==> src/rtl/cmd_fifo_arbiter.sv <==
// Command front-end: channel arbitration plus level-scaled gravity,
// buffered in a show-ahead FIFO drained through valid/ready.
module cmd_fifo_arbiter #(
  parameter int N_CH      = 4,
  parameter int CMD_W     = 4,
  parameter int DEPTH     = 8,
  parameter int GRAV_TICK = 100_000_000,
  parameter int MIN_TICK  = 1_000_000,
  parameter int LVL_W     = 4,
  parameter int GRAV_CMD  = 2,
  parameter int OVF_MODE  = 0
) (
  input  logic                    clk,
  input  logic                    reset_n,
  input  logic [N_CH-1:0]         req_valid,
  input  logic [N_CH*CMD_W-1:0]   req_cmd,
  input  logic                    enable,
  input  logic                    flush,
  input  logic [LVL_W-1:0]        level,
  output logic                    out_valid,
  output logic [CMD_W-1:0]        out_cmd,
  input  logic                    out_ready,
  output logic [$clog2(DEPTH):0]  count,
  output logic [15:0]             drop_cnt
);

  localparam int AW = $clog2(DEPTH);
  localparam int CW = AW + 1;
  localparam int PW = $clog2(GRAV_TICK + 1);
  localparam logic [PW-1:0] GT = PW'(GRAV_TICK);
  localparam logic [PW-1:0] MT = PW'(MIN_TICK);
  localparam logic [CW-1:0] FULL_CNT = CW'(DEPTH);
  localparam logic [CMD_W-1:0] GCMD = CMD_W'(GRAV_CMD);

  logic [CMD_W-1:0] mem [DEPTH];
  logic [AW-1:0]    wr_q, wr_d;
  logic [AW-1:0]    rd_q, rd_d;
  logic [CW-1:0]    cnt_q, cnt_d;
  logic [15:0]      drop_q, drop_d;
  logic [PW-1:0]    per_q, per_d;
  logic [PW-1:0]    gcnt_q, gcnt_d;
  logic             pend_q, pend_d;

  logic             win_any;
  logic             lost;
  logic [CMD_W-1:0] win_cmd;
  logic             grav_req;
  logic             push_req;
  logic [CMD_W-1:0] push_cmd;
  logic             full;
  logic             pop;
  logic             wr_en;
  logic             ovw;
  logic             drop_full;
  logic             grav_done;
  logic             drop_evt;
  logic             tick;
  logic [PW-1:0]    shifted;

  // Ascending scan so the highest-index hit overwrites the winner.
  always_comb begin
    win_any = 1'b0;
    lost    = 1'b0;
    win_cmd = '0;
    for (int i = 0; i < N_CH; i++) begin
      if (req_valid[i] &&
          (req_cmd[i*CMD_W +: CMD_W] != '0)) begin
        if (win_any) lost = 1'b1;
        win_any = 1'b1;
        win_cmd = req_cmd[i*CMD_W +: CMD_W];
      end
    end
  end

  assign grav_req = pend_q & enable;
  assign push_req = win_any | grav_req;
  assign push_cmd = win_any ? win_cmd : GCMD;
  assign full     = (cnt_q == FULL_CNT);
  assign pop      = out_valid & out_ready;

  always_comb begin
    wr_en     = 1'b0;
    ovw       = 1'b0;
    drop_full = 1'b0;
    if (push_req) begin
      if (!full || pop) begin
        wr_en = 1'b1;
      end else if (OVF_MODE != 0) begin
        wr_en = 1'b1;
        ovw   = 1'b1;
      end else begin
        drop_full = win_any;
      end
    end
  end

  assign grav_done = grav_req & ~win_any & wr_en;
  assign drop_evt  = lost | drop_full | ovw;

  always_comb begin
    wr_d   = wr_q;
    rd_d   = rd_q;
    cnt_d  = cnt_q;
    drop_d = drop_q;
    if (drop_evt && !flush && drop_q != 16'hFFFF)
      drop_d = drop_q + 16'd1;
    if (flush) begin
      wr_d  = '0;
      rd_d  = '0;
      cnt_d = '0;
    end else begin
      wr_d  = wr_q + AW'(wr_en);
      rd_d  = rd_q + AW'(pop | ovw);
      cnt_d = cnt_q + CW'(wr_en & ~ovw) - CW'(pop);
    end
  end

  assign shifted = GT >> level;
  assign per_d   = (shifted < MT) ? MT : shifted;
  assign tick    = enable && (gcnt_q >= per_q - PW'(1));

  always_comb begin
    gcnt_d = '0;
    pend_d = 1'b0;
    if (enable && !flush) begin
      gcnt_d = tick ? '0 : gcnt_q + PW'(1);
      pend_d = (pend_q & ~grav_done) | tick;
    end
  end

  always_ff @(posedge clk) begin
    if (!reset_n) begin
      wr_q   <= '0;
      rd_q   <= '0;
      cnt_q  <= '0;
      drop_q <= '0;
      per_q  <= GT;
      gcnt_q <= '0;
      pend_q <= 1'b0;
    end else begin
      wr_q   <= wr_d;
      rd_q   <= rd_d;
      cnt_q  <= cnt_d;
      drop_q <= drop_d;
      per_q  <= per_d;
      gcnt_q <= gcnt_d;
      pend_q <= pend_d;
    end
  end

  always_ff @(posedge clk) begin
    if (wr_en && !flush)
      mem[wr_q] <= push_cmd;
  end

  assign out_valid = (cnt_q != '0);
  assign out_cmd   = out_valid ? mem[rd_q] : '0;
  assign count     = cnt_q;
  assign drop_cnt  = drop_q;

endmodule
==> config.mk <==
export PLATFORM = sky130hd
export DESIGN_NAME = cmd_fifo_arbiter
export DESIGN_NICKNAME = d
export VERILOG_FILES = /design/src/rtl/cmd_fifo_arbiter.sv
export SDC_FILE = /design/constraint.sdc
export NUM_CORES = 1
export LEC_CHECK = 0
export CORE_MARGIN = 3
export CORE_UTILIZATION = 40
export DETAILED_ROUTE_END_ITERATION = 16
export GPL_TIMING_DRIVEN = 0
export PLACE_DENSITY = 0.69
export RECOVER_POWER = 50
export SETUP_SLACK_MARGIN = 0.05
export SKIP_LAST_GASP = 1
export SYNTH_ARGS = -nofsm -noshare
export SYNTH_HDL_FRONTEND = slang
export SYNTH_SLANG_ARGS = --single-unit
export TNS_END_PERCENT = 1
==> constraint.sdc <==
create_clock -name clk -period 6.9 [get_ports clk]
set_input_delay 0.69 -clock clk [delete_from_list [all_inputs] [get_ports clk]]
set_output_delay 0.69 -clock clk [all_outputs]
set_load 0.03 [all_outputs]
# After elaboration in Yosys (flattened, before gate mapping)

Memory sizes are Yosys's and may differ from the RTL's. A register that Yosys moved wholly into a read port is not among the register bits.
Index checks and enable logic that the tools add are counted.
W data, S select, Z words.

Bits in registers: 81
Memories kept: 1
RAM bits: 32
Output and inout port bits: 25
Logic and storage cells: 78
Bits of input ports: 29

Shifts and indexed selects: 1
Mux-type cells: 24
Equality and inequality tests: 2
Magnitude comparators: 2
Add/subtract/negate cells: 7
Reductions and logical operators: 21
Bitwise operators: 12

Memory list:

| memory | words | width | rd ports | clocked after Yosys merged registers in | write ports | line | RTL |
|---|---|---|---|---|---|---|---|
| mem    | 8     | 4     | 1        | 1                                       | 1           | 35   | `logic [CMD_W-1:0] mem [DEPTH];` |

Operator list:

| kind                    | count |
|---|---|
| $add A27 B1 Y27 const B | 1 |
| $ge A27 B27 Y1          | 1 |
| $lt A27 B20 Y1 const B  | 1 |
| $mux W27                | 1 |
| $shr A27 B4 Y27 const A | 1 |
| $sub A27 B1 Y27 const B | 1 |
| $mux W4                 | 6 |
| $reduce_bool A4 Y1      | 5 |
| $add A16 B1 Y16 const B | 1 |
| $mux W1                 | 16 |
| $ne A16 B16 Y1 const B  | 1 |
| $logic_and A1 B1 Y1     | 9 |
| $add A3 B1 Y3           | 2 |
| $and A1 B1 Y1           | 5 |
| $add A4 B1 Y4           | 1 |
| $eq A4 B4 Y1 const B    | 1 |
| $not A1 Y1              | 4 |
| $reduce_or A2 Y1        | 2 |
| $sub A4 B1 Y4           | 1 |
| $mux W3                 | 1 |
| $or A1 B1 Y1            | 3 |
| $reduce_or A3 Y1        | 1 |
| $logic_not A1 Y1        | 2 |
| $reduce_and A2 Y1       | 1 |
| $logic_or A1 B1 Y1      | 1 |

# Longest topological paths before layout

Depth after elaboration: 12
Depth in mapped cells: 15
Mapped depth without buffers: 13

# Worst setup path after synthesis

No wires, ideal clock.

Kind: reg-to-reg
Start point: reg per_q[2]
End point: reg gcnt_q[18]
Path slack: 3.547 ns
Library setup time: 0.065 ns
Cell stages (with the launch flop): 16
Data arrival time: 3.288 ns
Path buffers: 2
Required time: 6.835 ns
Cell sequence: dfxtp_1 -> or4_4 -> nor3_2 -> and2_1 -> buf_4 -> nand3_4 -> nor3b_2 -> xnor2_1 -> ha_1 -> nand3_1 -> nor3_1 -> a221o_1 -> a211oi_1 -> nand4_1 -> buf_2 -> nor2_1

Word-level cells in the longest chain between the ends: 4

Ends and longest elaborated chain:

| item                       | line | RTL |
|---|---|---|
| start: declaration         | 40   | `logic [PW-1:0] per_q, per_d;` |
| start signal: assignment   | 145  | `per_q <= per_d;` |
| $sub A27 B1 Y27            | 120  | `assign tick = enable && (gcnt_q >= per_q - PW'(1));` |
| $ge A27 B27 Y1             | 120  |  |
| $logic_and A1 B1 Y1        | 120  |  |
| $reduce_or A3 Y1 (no line) | -    |  |
| end signal: assignment     | 146  | `gcnt_q <= gcnt_d;` |
| end: declaration           | 41   | `logic [PW-1:0] gcnt_q, gcnt_d;` |

No other way between the ends.
A chain may end at the register's enable or synchronous reset.

# Final worst setup path

Start point: reg per_q[2]
End point: reg gcnt_q[15]

Same word-level chain as after synthesis.

==> results.sh <==
export IMPL_status="complete, no violations"
export IMPL_slowest_stage="nor4_1"
export IMPL_crit_family="simple AND/OR/NAND/NOR gates"
export IMPL_clockBufferDepth=2
export IMPL_min_path_type="flip-flop to flip-flop"
export IMPL_crit_chain="or4_4, nor3_2, nand3_1, nor3_2, nand2_1, xor2_1, ha_1, nand3_1, nor4_1, nand2_1, o22a_1, nand4_1, buf_2, nor2_1"
export IMPL_grt_pass1_wl_um=21300
export IMPL_dp_hpwl_um=9590
export IMPL_ff_latch_area_um2=2580
export IMPL_cp_end_kind="flip-flop"
export IMPL_drt_vias_per_instance=5.28
export IMPL_yosysTopAreaCell="dfxtp_1"
export IMPL_drive_gt1_share_pct=8.50
export IMPL_synth_main_ff_cell="dfxtp_1"
export IMPL_avgSynthCellArea_um2=9.83
export IMPL_synth_top_area_share_pct=27.0
export IMPL_startpoint_type="flip-flop"
export IMPL_clkSlewWorstSetupHoldPaths_ns=0.05
export IMPL_htree_levels=4
export IMPL_cpPeakStageDelay_ns=0.62
export IMPL_cts_sinks=113
export IMPL_n_antenna_cell=0
export IMPL_setup_viol=0
export IMPL_synth_edff_count=32
export IMPL_nets=750
export IMPL_layout_commonest_cell="dfxtp_1"
export IMPL_max_freq_mhz=243
export IMPL_post_route_period_util_pct=59.6
export IMPL_worst_ir_drop_vdd_uv=171
export IMPL_min_period_ns=4.11
export IMPL_initial_core_util_pct=41.2
export IMPL_grt_ovfl_total=0
export IMPL_port_buffers=50
export IMPL_path_max_fanout=10
export IMPL_grtUsageTotal_pct=16.1
export IMPL_antenna_found_initial=0
export IMPL_drt_iter0_drc=202
export IMPL_detail_route_first_pass_iterations=5
export IMPL_post_cts_setup_buffers=0
export IMPL_wl_per_cell_um=14.5
export IMPL_routed_wl_um=12700
export IMPL_grt_max_degree=17
export IMPL_design_die_area_um2=16500
export IMPL_yosysWarningCount=0
export IMPL_final_hold_violation_count=0
export IMPL_synth_area_top_cells="dfxtp_1 27%, edfxtp_1 16%, ha_1 8.1%"
export IMPL_cts_root_buffer="clkbuf_16"
export IMPL_rsz0062_at_grt="false"
export IMPL_holdBufCountCts=0
export IMPL_numCtsBuffers=17
export IMPL_synth_seq_area_share_pct=43.0
export IMPL_synth_distinct_cells=65
export IMPL_finalClockSkew_ns=0.0100
export IMPL_power_leakage_nw=2.68
export IMPL_async_flop_share_pct=0
export IMPL_remaining_drc_errors=0
export IMPL_grt_pass1_vias=4588
export IMPL_core_area_um2=14600
export IMPL_cts_resized=0
export IMPL_synthesis_area_um2=6010
export IMPL_ys_ff_latch=113
export IMPL_fp_dieH_um=129
export IMPL_via_count=4635
export IMPL_tritoncts="done"
export IMPL_maxSlewViolCount=0
export IMPL_multiInputGateArea_um2=3220
export IMPL_fill_cells=1290
export IMPL_tns_ns=0
export IMPL_total_power_mw=1.81
export IMPL_relSlewSlack_pct=14.2
export IMPL_cp_num_buf_inv=1
export IMPL_layout_area_overhead_vs_synth_pct=21.9
export IMPL_tightest_slew_ns=1.27
export IMPL_final_cell_mix="81 x dfxtp_1, 66 x nor2_1, 60 x nand2_1"
export IMPL_clock_latency_ns=0.42
export IMPL_ant_nets=0
export IMPL_worstPathArrival_ns=4.41
export IMPL_critPathRequiredTime_ns=7.20
export IMPL_boundaryPins=54
export IMPL_rows=44
export IMPL_syn_inst=611
export IMPL_gp_congestion=0.849
export IMPL_max_cap_violations=0
export IMPL_path_class="flip-flop to flip-flop"
export IMPL_die_width_um=129
export IMPL_power_density_nw_per_um2=247
[cells by family (layout without fill, tap and decap cells)]
group	Yosys count	count (layout)	share of synthesized area (%)
mux	23	23	5.50
xor+xnor	56	56	8.16
compound gates	76	76	9.23
flops	113	113	43.0
other cells	1	2	0.0624
simple gates	261	261	22.4
buf+inv	40	122	3.06
fa+ha+maj	41	41	8.62
[cell usage after synthesis (11+ instances only)]
master	count
a21oi_1	21
mux2i_1	15
nand4_1	11
nand3_1	24
nor2_1	66
ha_1	39
inv_1	17
and3_1	11
clkbuf_1	13
o21ai_0	16
nand2b_1	16
nand2_1	60
nor3_1	15
nor4_1	13
edfxtp_1	32
xor2_1	32
xnor2_1	24
dfxtp_1	81
[metrics by stage]
step / std cells / worst slack [ns] / util, % / hold slack (ns) / area [um2]
6_report: 878 / 2.79 / 50.2 / 0.459 / 7320
5_1_grt: 878 / 2.47 / 50.2 / 0.531 / 7320
4_1_cts: 878 / 2.74 / 50.5 / 0.459 / 7370
3_5_place_dp: 846 / 2.76 / 46.2 / 0.447 / 6740
3_3_place_gp: 846 / 2.91 / 46.2 / 0.441 / 6740
2_1_floorplan: 612 / 3.55 / - / 0.426 / 6010
[registers in the layout (all words and copies together) (netlist names)]
register,flops
rd_q,3
per_q,27
gcnt_q,27
mem,32
count,4
wr_q,3
pend_q,1
drop_cnt,16
[routing by layer]
metal | up-vias | global-route usage (%) | wire, um
li1 | 2327 | - | -
met1 | 2179 | 19.6 | 5790
met2 | 108 | 26.9 | 6110
met3 | 21 | 4.98 | 571
met4 | 0 | 5.93 | 238
met5 | - | 0 | 0
[final cells by class]
class                   count  share of cell area, %
multi-input cells         459                   43.9
flip-flops and latches    113                   35.3
well taps                 184                   3.14
repair buffers             50                   6.83
clock inverters             8                   1.71
inverters                  17                  0.871
plain buffers              23                   1.38
clock buffers              24                   6.87
[final timing paths]
kind                   startpoint                    end  slack, ns  cells past startpoint
min reg2reg  gcnt_q[0]$_SDFF_PP0_   gcnt_q[0]$_SDFF_PP0_       0.46                      1
max           per_q[2]$_SDFF_PP0_  gcnt_q[15]$_SDFF_PP0_       2.79                     14
max reg2reg   per_q[2]$_SDFF_PP0_  gcnt_q[15]$_SDFF_PP0_       2.79                     14
min          gcnt_q[0]$_SDFF_PP0_   gcnt_q[0]$_SDFF_PP0_       0.46                      1
[power breakdown]
group | leakage (nW) | switching [mW] | internal [mW] | total (mW)
combinational | 1.42 | 0.103 | 0.0747 | 0.178
sequential | 0.952 | 0.0135 | 0.703 | 0.717
clock | 0.306 | 0.297 | 0.617 | 0.914
(Power assumes the default switching activity.)
==> variant: new RTL, same flow settings <==
`CMD_W`: 4 -> 6.
--- a/src/rtl/cmd_fifo_arbiter.sv
+++ b/src/rtl/cmd_fifo_arbiter.sv
@@ -2,7 +2,7 @@
 // buffered in a show-ahead FIFO drained through valid/ready.
 module cmd_fifo_arbiter #(
   parameter int N_CH      = 4,
-  parameter int CMD_W     = 4,
+  parameter int CMD_W     = 6,
   parameter int DEPTH     = 8,
   parameter int GRAV_TICK = 100_000_000,
   parameter int MIN_TICK  = 1_000_000,
Ports: changed (resized out_cmd and req_cmd); port bits go from 54 to 64. The function was not compared with the original's and may differ.
==> variant against the unedited design <==
Power increased by 7.8%; final area increased by 9.6%; utilization increased by 0.15 points; sequential cell count increased by 16; largest cell class unchanged; critical endpoint is now gcnt_q[22]; die area increased by 8.4%; sequential share of layout area increased by 2.9 points; clock skew decreased by 3.9 ps; wire length increased by 11%; first-iteration DRC count increased by 12%; fmax decreased by 10%; worst hold slack improved by 6.7 ps; synthesized area increased by 8.8%; worst setup slack got worse by 460 ps.
==> variant: results (changes against the unedited design) <==
Run status
  • Status: complete, no violations

GRT
  • Global-route wire length before repair: 23,700 µm (+12%)
  • Vias in the first global route: 4,875 (+6.3%)
  • GR Util All Layers: 16.6% (+0.54 points)

Layout
  • Register area: 3060 µm² (+19%)
  • Clk_buf instances: 19 (-21%)
  • Top flop regs: mem x48, gcnt_q x27, per_q x27
  • Synthesis-to-layout area growth: 22.8%
  • Fillers: 1,441 (+12%)
  • Layout non-clock buf frac: 8.51% (+0.29 points)
  • Clock buf/inv share: 7.72% (-0.86 points)
  • Layout cell share with drive strength beyond 1: 7.03% (-1.5 points)
  • Multi-input logic area: 3310 µm² (+2.8%)
  • Non-clk invs: 22 (+5)

Routing
  • DRT iter0 DRCs: 227 (+12%)
  • Via Count: 4,973 (+7.3%)
  • Routed wire length per instance: 14.7 µm (+1.8%)
  • Vias/cell: 5.20 (-1.5%)

Placed design
  • RD Place Congestion: 0.808 (-4.9%)
  • Post-DP Area: 7410 µm² (+9.9%)
  • I/O Buffers: 60 (+20%)

Worst setup path
  • CP max-delay cell: or4b_2
  • Crit-path max cell delay: 680 ps (+60 ps)
  • FF-to-FF setup slack: 2330 ps (-460 ps)
  • Worst r2r src: per_q[13]
  • Crit path arrival time: 4920 ps (+510 ps)

Pwr
  • Clk power: 0.000928 W (+2%)
  • Sw Pwr: 0.000453 W (+9.5%)
  • Int Power: 0.00150 W (+7.3%)
  • Leakage power: 2.85 nW (+6.2%)
  • Sequential share of power: 42.5% (+2.9 points)

Synth
  • Library cells used by synthesis: 53 (-18%)
  • Post-synth EDFFs: 48 (+50%)
  • Synth cell count leaders: 81 x dfxtp_1, 78 x nor2_1, 49 x nand2_1
  • Post-synthesis cell count: 647 (+5.9%)

STA
  • Worst Clk Skew: 6.06 ps (-3.94 ps)
  • Final period util: 66.2% (+6.6 points)
  • Least-Margin Pin Slew: 1270 ps (+1.71 ps)
variant: changes by cell type after synthesis, sizes merged, moves of 8 or more:
| cell | delta |
|---|---|
| edfxtp | +16 |
| a21oi | +13 |
| or4 | +13 |
| nand2 | -12 |
| nor2 | +12 |
| o31ai | +12 |
| xnor2 | +8 |
variant: layer usage:
metal | routed length (µm) | track usage, %
met5 | 0 | 0
met4 | 312 | 7.03
met3 | 664 | 4.31
met2 | 6350 | 26.1
met1 | 6770 | 21.9
variant: logic make-up after synthesis:
| kind of cell | count (synthesis) | share of synthesized area, % |
|---|---|---|
| AO/OA/AOI/OAI | 87 | 8.29 |
| buffers and inverters | 44 | 2.60 |
| AND/OR/NAND/NOR | 265 | 20.8 |
| adder cells (fa/ha/maj) | 41 | 7.93 |
| other | 1 | 0.0574 |
| multiplexers | 23 | 5.82 |
| flip-flops | 129 | 46.9 |
| XOR/XNOR | 57 | 7.64 |
